`src/rtl/multicycle_alu.sv`:
```
// multicycle_alu: add/sub complete in one cycle; unsigned shift-add multiply and
// restoring divide iterate one bit per cycle. Valid/ready handshake on both sides.
// Revision: 1.0
`default_nettype none

module multicycle_alu #(
  parameter int WIDTH = 32,
  parameter int CNT_W = $clog2(WIDTH) + 1
) (
  input  logic             clk,
  input  logic             rst_n,
  input  logic [WIDTH-1:0] A,
  input  logic [WIDTH-1:0] B,
  input  logic [3:0]       ALU_Sel,
  input  logic             in_valid,
  output logic             in_ready,
  output logic [WIDTH-1:0] ALU_Out,
  output logic [WIDTH-1:0] ALU_OutHi,
  output logic             CarryOut,
  output logic             DivByZero,
  output logic             out_valid,
  input  logic             out_ready
);

  localparam logic [1:0] IDLE = 2'd0;
  localparam logic [1:0] CALC = 2'd1;
  localparam logic [1:0] DONE = 2'd2;

  localparam logic [3:0] OP_SUB = 4'b0001;
  localparam logic [3:0] OP_MUL = 4'b0010;
  localparam logic [3:0] OP_DIV = 4'b0011;

  localparam logic [CNT_W-1:0] CNT_LOAD = CNT_W'(WIDTH);
  localparam logic [CNT_W-1:0] CNT_ONE  = CNT_W'(1);

  logic [1:0]       state;
  logic [1:0]       state_nxt;
  logic [CNT_W-1:0] cnt;
  logic [WIDTH-1:0] op_a;
  logic [WIDTH-1:0] op_b;
  logic [3:0]       op_sel;
  logic [WIDTH-1:0] acc_hi;
  logic [WIDTH-1:0] acc_lo;
  logic [WIDTH-1:0] hi_nxt;
  logic [WIDTH-1:0] lo_nxt;

  logic             accept;
  logic             handoff;
  logic             is_iter_op;
  logic             is_sub;
  logic [WIDTH-1:0] b_eff;
  logic [WIDTH:0]   addsub;
  logic [WIDTH:0]   mul_sum;
  logic [WIDTH:0]   div_shift;
  logic             div_ge;
  logic [WIDTH-1:0] div_diff;

  assign accept     = in_valid && in_ready;
  assign handoff    = out_valid && out_ready;
  assign is_iter_op = (ALU_Sel == OP_MUL) || (ALU_Sel == OP_DIV);

  // Subtraction is A + ~B + 1, so the carry out is the "no borrow" flag.
  assign is_sub = (ALU_Sel == OP_SUB);
  assign b_eff  = is_sub ? ~B : B;
  assign addsub = {1'b0, A} + {1'b0, b_eff} + {{WIDTH{1'b0}}, is_sub};

  // State register
  always_ff @(posedge clk) begin
    if (!rst_n) begin
      state <= IDLE;
    end else begin
      state <= state_nxt;
    end
  end

  // Next-state logic
  always_comb begin
    state_nxt = state;
    case (state)
      IDLE: begin
        if (accept) begin
          state_nxt = is_iter_op ? CALC : DONE;
        end
      end
      CALC: begin
        if (cnt == CNT_ONE) begin
          state_nxt = DONE;
        end
      end
      DONE: begin
        if (handoff) begin
          state_nxt = IDLE;
        end
      end
      default: state_nxt = IDLE;
    endcase
  end

  // State-decoded outputs
  always_comb begin
    in_ready  = (state == IDLE);
    out_valid = (state == DONE);
  end

  // acc_hi:acc_lo is the product (mul) or remainder:quotient (div) in progress.
  assign mul_sum   = {1'b0, acc_hi} + (acc_lo[0] ? {1'b0, op_a} : {(WIDTH+1){1'b0}});
  assign div_shift = {acc_hi, acc_lo[WIDTH-1]};
  assign div_ge    = (div_shift >= {1'b0, op_b});
  assign div_diff  = div_shift[WIDTH-1:0] - op_b;

  // With B == 0 every trial subtraction succeeds, so the quotient saturates to
  // all ones and the dividend bits shift straight into the remainder.
  always_comb begin
    hi_nxt = acc_hi;
    lo_nxt = acc_lo;
    if (op_sel == OP_DIV) begin
      hi_nxt = div_ge ? div_diff : div_shift[WIDTH-1:0];
      lo_nxt = {acc_lo[WIDTH-2:0], div_ge};
    end else begin
      hi_nxt = mul_sum[WIDTH:1];
      lo_nxt = {mul_sum[0], acc_lo[WIDTH-1:1]};
    end
  end

  always_ff @(posedge clk) begin
    if (!rst_n) begin
      cnt       <= '0;
      op_a      <= '0;
      op_b      <= '0;
      op_sel    <= '0;
      acc_hi    <= '0;
      acc_lo    <= '0;
      ALU_Out   <= '0;
      ALU_OutHi <= '0;
      CarryOut  <= 1'b0;
      DivByZero <= 1'b0;
    end else if (accept) begin
      op_a   <= A;
      op_b   <= B;
      op_sel <= ALU_Sel;
      acc_hi <= '0;
      acc_lo <= (ALU_Sel == OP_DIV) ? A : B;
      cnt    <= is_iter_op ? CNT_LOAD : '0;
      if (!is_iter_op) begin
        ALU_Out   <= addsub[WIDTH-1:0];
        ALU_OutHi <= '0;
        CarryOut  <= addsub[WIDTH];
        DivByZero <= 1'b0;
      end
    end else if (state == CALC) begin
      acc_hi <= hi_nxt;
      acc_lo <= lo_nxt;
      cnt    <= cnt - CNT_ONE;
      if (cnt == CNT_ONE) begin
        ALU_Out   <= lo_nxt;
        ALU_OutHi <= hi_nxt;
        CarryOut  <= (op_sel == OP_MUL) && (|hi_nxt);
        DivByZero <= (op_sel == OP_DIV) && (op_b == '0);
      end
    end
  end

endmodule

`default_nettype wire

```
`config.mk`:
```
export PLATFORM = sky130hd
export DESIGN_NAME = multicycle_alu
export DESIGN_NICKNAME = d
export VERILOG_FILES = /design/src/rtl/multicycle_alu.sv
export SDC_FILE = /design/constraint.sdc
export NUM_CORES = 1
export LEC_CHECK = 0
export CAP_MARGIN = 0
export CORE_MARGIN = 8
export CORE_UTILIZATION = 40
export DETAILED_ROUTE_END_ITERATION = 8
export GPL_TIMING_DRIVEN = 0
export PLACE_DENSITY = 0.67
export SYNTH_ARGS = -nofsm -noshare
export SYNTH_HDL_FRONTEND = slang
export SYNTH_SLANG_ARGS = --single-unit
```
`constraint.sdc`:
```
create_clock -name clk -period 6.6 [get_ports clk]
set_input_delay 1.32 -clock clk [delete_from_list [all_inputs] [get_ports clk]]
set_output_delay 1.32 -clock clk [all_outputs]
set_load 0.05 [all_outputs]
```
* Word level (Yosys, flattened, before mapping)
Index checks and enable logic that the tools add are counted.
** Operators by class
- Eq/ne operators :: 12
- Reduce and logical (&&, ||, !) cells :: 13
- $mul :: 0
- Bitwise logic cells :: 2
- Add/sub/neg operators :: 5
- Shift operators :: 0
- $lt $le $gt $ge :: 1
- Divide/modulo/power cells :: 0
- Muxes and demuxes :: 32
** Operators by type and width (number)
- 32-bit 2-to-1 mux :: 16
- 32-bit by 32-bit adder with 33-bit output :: 2
- 33-bit by 1-bit adder with 33-bit output :: 1
- 33-bit by 32-bit >= comparator with 1-bit output :: 1
- 32-bit zero test :: 1
- 32-bit inverter :: 1
- 32-bit OR reduction :: 1
- 32-bit subtractor :: 1
- 6-bit 2-to-1 mux :: 3
- 4-bit by 2-bit == test with 1-bit output, second input constant :: 4
- 1-bit 2-to-1 mux :: 8
- 2-bit 2-to-1 mux :: 4
- 6-bit by 1-bit == test with 1-bit output, second input constant :: 1
- 2-bit case mux with 3 select lines :: 1
- 3-bit AND reduction :: 2
- 6-bit by 1-bit subtractor with 6-bit output, second input constant :: 1
- 4-bit by 1-bit == test with 1-bit output, second input constant :: 1
- 1-bit logical AND :: 4
- 2-bit by 1-bit inequality test with 1-bit output, second input constant :: 2
- 2-bit inequality test, second input constant :: 2
- 2-bit nonzero test :: 2
- 2-bit by 1-bit == test with 1-bit output, second input constant :: 1
- 2-bit == test, second input constant :: 1
- 2-bit zero test :: 1
- 3 further kinds :: 3
** Word-level totals
- Bits in read-only memories :: 0
- Register bits :: 206
- Memories :: 0
- Bits in latches :: 0
- Bits in writable memories :: 0

* Depth between registers and ports, before layout
Gate-level depths: netlist of the first run.
- Word-level depth :: 8
- Depth in mapped cells :: 17
- Mapped depth without buffers :: 16

* Worst setup path before layout of the first run
Ideal clock, no wire load.
- Kind :: input-to-reg
- Start point :: in ALU_Sel[3]
- End point :: reg ALU_Out[28]
- Stages on the path :: 16
- Data arrival time :: 4.899 ns
- Path slack :: 1.642 ns
- Data required time :: 6.541 ns
- Path buffers :: 1
- Cell sequence :: nor4b_2 buf_1 xor2_1 fa_1 a21o_1 a21oi_1 o21ai_0 a21oi_1 a21oi_1 o21ai_1 a31oi_1 o31a_1 nor3_1 nand2_1 a31oi_1 o221a_2
** Between the ends
- Longest elaborated chain between the ends :: 6
** RTL lines
- start, declared :: line 14 : input logic [3:0] ALU_Sel,
- 4-bit by 1-bit == test with 1-bit output :: line 63 : assign is_sub = (ALU_Sel == OP_SUB);
- 32-bit 2-to-1 mux :: line 64 : assign b_eff = is_sub ? ~B : B;
- 32-bit by 32-bit adder with 33-bit output :: line 65 : assign addsub = {1'b0, A} + {1'b0, b_eff} + {{WIDTH{1'b0}}, is_sub};
- 33-bit by 1-bit adder with 33-bit output :: line 65
- 32-bit 2-to-1 mux :: line 144 : if (!is_iter_op) begin
- 32-bit 2-to-1 mux :: line 137 : end else if (accept) begin
- end signal, assigned :: line 145 : ALU_Out <= addsub[WIDTH-1:0];
- end signal, assigned :: line 155 : ALU_Out <= lo_nxt;
- end, declared :: line 17 : output logic [WIDTH-1:0] ALU_Out,
Several ways; a longest one is shown, not always the timed one. The select of a mux whose other input is x is not followed.
A chain may end at the register's enable or synchronous reset.

* Worst setup path after layout of the first run
- Start point :: in ALU_Sel[1]
- End point :: reg CarryOut
** Between the ends
- Longest elaborated chain between the ends :: 6
** RTL lines
- 4-bit by 1-bit == test with 1-bit output :: line 63
- 32-bit 2-to-1 mux :: line 64
- 32-bit by 32-bit adder with 33-bit output :: line 65
- 33-bit by 1-bit adder with 33-bit output :: line 65
- 1-bit 2-to-1 mux :: line 144
- 1-bit 2-to-1 mux :: line 137
- end signal, assigned :: line 147 : CarryOut <= addsub[WIDTH];
- end signal, assigned :: line 157 : CarryOut <= (op_sel == OP_MUL) && (|hi_nxt);
- end, declared :: line 19 : output logic CarryOut,
Several ways; a longest one is shown, not always the timed one. The select of a mux whose other input is x is not followed.

==> metrics.md, run 1 <==
| Metric | Value |
|---|---|
| Run status | `complete, no violations` |
| Max-cap violations | `0` |
| Y dimension of the die | `209 µm` |
| Pin count of the biggest net entering global routing | `15` |
| Max-slew violations | `0` |
| Maximum single-stage delay on the critical path | `0.68 ns` |
| Clock transition at the registers of the reported paths | `0.06 ns` |
| Layout overhead on the synthesized area | `19.3%` |
| Floorplan row count | `71` |
| Placed cell area | `16900 µm²` |
| Netlist area before placement | `14900 µm²` |
| Most frequently used flop master after synthesis | `sky130_fd_sc_hd__dfxtp_1` |
| Master of the slowest instance on the critical path | `sky130_fd_sc_hd__nor4b_4` |
| Buffers on Ports | `139` |
| Hold-critical path depth | `2` |
| Layout fillers | `3759` |
| Seq. cell area | `4120 µm²` |
| CTS Buffer Depth | `3` |
| Cells along the critical path | `clkdlybuf4s50_1, nor4b_4, buf_1, xor2_1, fa_1, a21o_1, a21oi_1, o21ai_0, a21oi_1, a21oi_1, o21ai_1, a31oi_1, o31a_1, nor3_1, nor4_1, nor2_1, o22ai_1` |
| Category of the worst setup path launch point | `input port` |
| Leak Pwr | `0.00708 µW` |
| Leading cell types in the layout, fill and taps excluded | `419 x sky130_fd_sc_hd__nand2_1, 252 x sky130_fd_sc_hd__a21oi_1, 206 x sky130_fd_sc_hd__dfxtp_1, 158 x sky130_fd_sc_hd__nor2_1, 139 x sky130_fd_sc_hd__clkdlybuf4s50_1` |
| Initial DRT Pass Iterations | `8` |
| IO Pins | `140` |
| Post-route antenna net violation count | `0` |
| Min-Delay Path Class | `flop to flop` |
| Number of warnings printed during yosys synthesis | `0` |
| Number of cells on the worst reg-to-reg path | `16` |
| DR vias/cell | `5.92` |
| Worst-case headroom to the max-slew limit | `6.19%` |
| Kind of critical path | `input port to flop` |
| CP delay by family, top | `compound AO/OA/AOI/OAI gates` |
| Setup Skew | `0.0199 ns` |
| Worst Path Arrival | `6.67 ns` |
| Nature of the critical path endpoint | `flop` |
| Per-instance average area after synthesis | `7.16 µm²` |
| Overall track demand over capacity in global routing | `27.6%` |
| Flip-flop and latch count after synthesis | `206` |
| Finish-stage setup viols | `0` |
| Max Freq | `0.160 GHz` |
| Count of hold-fix buffers inserted at cts | `0` |
| Root buffer selected by CTS | `sky130_fd_sc_hd__clkbuf_16` |
| Required time worst endpoint | `7.03 ns` |
| Number of clock sinks seen by CTS | `206` |
| Pin slew with the least headroom to its limit | `1.41 ns` |
| Unrepaired setup endpoints after global routing | `false` |
| Area occupied by multi-input gates | `10000 µm²` |
| Die area | `43800 µm²` |
| Maximum ir drop on the vdd rail | `178 µV` |
| Total power per unit cell area | `220 nW/µm²` |
| Sum of buffers and inverters on the critical path | `2` |
| Final Cell Area | `17800 µm²` |
| Number of enable flip-flop cells after synthesis | `0` |
| Period utilization | `94.5%` |
| Number of stages on the worst setup path | `17` |
| Final GP Congestion | `0.971` |
| Number of global-route vias before repair | `15.7k` |
| Count of unique library cells instantiated by Yosys | `97` |
| Remaining DRCs | `0` |
| Clock Latency Late Sink | `0.58 ns` |
| Wire length of the first global-routing pass | `94000 µm` |
| Net count after synthesis | `2259` |
| Sequential cell area fraction in the yosys report | `27.6%` |
| Total wire length | `63300 µm` |
| Final min period | `6.24 ns` |
| Final hold violation count | `0` |
| Nets@finish | `2426` |
| Chip width | `209 µm` |
| Starting density of the core | `40.2%` |
| Final HPWL from detailed placement | `49400 µm` |
| Aggregate global routing overflow | `0` |
| DRC violation total after the first TritonRoute iteration | `1735` |
| Most used cell along the critical path | `sky130_fd_sc_hd__a21oi_1` |
| Detailed-route wire length per cell | `23.0 µm` |
| Most common library cell in the layout ignoring fill and taps | `sky130_fd_sc_hd__nand2_1` |
| Share of flip-flops with an asynchronous set or reset after synthesis | `0%` |
| Worst slack on hold paths | `0.451 ns` |
| Core Region | `37200 µm²` |
| Largest fanout on the critical path | `10` |
| Layout cells sized above 1 | `4.71%` |
| Cells after synthesis | `2087` |
| Via count | `16.3k` |
| CTS tree | `built` |
| CTS Buf Count | `26` |
| Antenna violations before repair | `0` |
| Number of H-tree branching levels | `1` |
==> worst paths after layout <==
| check | from | to | slack (ns) |
|---|---|---|---|
| min reg2reg | op_a[21]$_SDFFE_PN0P_ | op_a[21]$_SDFFE_PN0P_ | 0.45 |
| max reg2reg | acc_lo[0]$_SDFFE_PN0P_ | CarryOut$_SDFFE_PN0P_ | 1.47 |
| max | ALU_Sel[1] | CarryOut$_SDFFE_PN0P_ | 0.36 |
| min | op_a[21]$_SDFFE_PN0P_ | op_a[21]$_SDFFE_PN0P_ | 0.45 |
==> what timing repair did <==
| item | in CTS | in global routing |
|---|---|---|
| resized for setup | 0 | 1 |
| setup buffers | 0 | 0 |
| endpoints found under the hold margin | 0 | 0 |
| endpoints found under the setup margin | 0 | 2 |
==> kinds of logic after synthesis <==
logic type,after synthesis,share of synthesized area [%]
AO/OA/AOI/OAI,599,25.0
XOR/XNOR,98,5.74
adder cells (fa/ha/maj),100,8.52
buffers and inverters,185,5.26
flip-flops,206,27.6
multiplexers,21,1.44
AND/OR/NAND/NOR,878,26.4
==> worst register-to-register path, cell delays in order (launching register included) <==
cell and delay [ns]:
sky130_fd_sc_hd__dfxtp_1 0.58, sky130_fd_sc_hd__clkbuf_1 0.31, sky130_fd_sc_hd__and2_1 0.18, sky130_fd_sc_hd__ha_1 0.30, sky130_fd_sc_hd__fa_1 0.29, sky130_fd_sc_hd__a21oi_1 0.09
sky130_fd_sc_hd__o21a_1 0.21, sky130_fd_sc_hd__or4_4 0.57, sky130_fd_sc_hd__a21boi_1 0.26, sky130_fd_sc_hd__a31oi_1 0.15, sky130_fd_sc_hd__xnor2_1 0.20, sky130_fd_sc_hd__nor4_1 0.37
sky130_fd_sc_hd__a311oi_1 0.08, sky130_fd_sc_hd__nor4_1 0.62, sky130_fd_sc_hd__nand4_1 0.20, sky130_fd_sc_hd__nor4_1 0.45, sky130_fd_sc_hd__o22ai_1 0.13
==> layout make-up <==
cell class	count	area share (%)
inverter	57	1.20
buffer	128	3.21
timing repair buffer	139	7.80
tap	474	3.33
multi-input combinational	1696	56.3
antenna	1	0.0140
clock inverter	14	0.954
sequential	206	23.1
clock buffer	34	4.04
==> power by group <==
group	switching [µW]	internal [µW]	leakage [µW]
clock	627	859	0.000416
combinational	701	369	0.00499
sequential	54.2	1310	0.00168
total	1380	2540	0.00708
==> synthesized netlist by cell type (9+ instances only) <==
cell type,count,area [µm²]
sky130_fd_sc_hd__nor4_1,21,131
sky130_fd_sc_hd__nor3_1,37,185
sky130_fd_sc_hd__and2_1,39,244
sky130_fd_sc_hd__clkbuf_1,103,387
sky130_fd_sc_hd__nand4_1,14,87.6
sky130_fd_sc_hd__mux2i_1,17,170
sky130_fd_sc_hd__nand2b_1,13,81.3
sky130_fd_sc_hd__buf_1,9,33.8
sky130_fd_sc_hd__dfxtp_1,206,4120
sky130_fd_sc_hd__a21o_1,31,233
sky130_fd_sc_hd__a211oi_1,33,248
sky130_fd_sc_hd__xnor2_1,44,385
sky130_fd_sc_hd__inv_1,56,210
sky130_fd_sc_hd__o21ai_0,88,440
sky130_fd_sc_hd__o21ai_1,15,75.1
sky130_fd_sc_hd__nor2b_1,11,68.8
sky130_fd_sc_hd__a21oi_1,252,1260
sky130_fd_sc_hd__ha_1,97,1210
sky130_fd_sc_hd__o21a_1,17,128
sky130_fd_sc_hd__a31oi_1,26,163
sky130_fd_sc_hd__o211ai_1,15,113
sky130_fd_sc_hd__o21bai_1,9,67.6
sky130_fd_sc_hd__nand3_1,103,515
sky130_fd_sc_hd__o22ai_1,10,62.6
sky130_fd_sc_hd__nand2_1,419,1570
sky130_fd_sc_hd__and3_1,12,75.1
sky130_fd_sc_hd__a22oi_1,25,188
sky130_fd_sc_hd__nor2_1,158,593
sky130_fd_sc_hd__xor2_1,54,473
==> routing by layer <==
layer / vias to the layer above / global-route usage, % / routed length, µm / part of all wire, %
li1: 7704 / - / - / -
met1: 7602 / 35.1 / 26400 / 42
met2: 791 / 44.4 / 28200 / 45
met3: 178 / 5.22 / 5480 / 8.7
met4: 0 / 13.3 / 3260 / 5.1
met5: - / 0 / 0 / 0
==> flip-flops by register name, indices dropped and copies added, names as in the netlist <==
name       cells
op_b          32
op_a          32
acc_hi        32
CarryOut       1
state          2
ALU_OutHi     32
DivByZero      1
op_sel         4
cnt            6
acc_lo        32
ALU_Out       32
==> through the flow <==
stage	util (%)	TNS, ns	setup slack [ns]	power [µW]	instances
after global placement	45.5	-0.468	-0.239	2420	2700
after floorplan	-	0	1.64	2060	2087
final	47.9	0	0.364	3920	2749
after global routing	47.9	0	0.227	4070	2748
after detailed placement	45.5	-0.873	-0.367	2430	2700
after CTS	47.9	0	0.243	3910	2748
(Power assumes the default switching activity.)
==> run 2, diff against run 1 <==
- CTS_CLUSTER_SIZE: unset -> 30
==> results of run 2 <==
Final layout, timing and power as in run 1 (identical DEF).
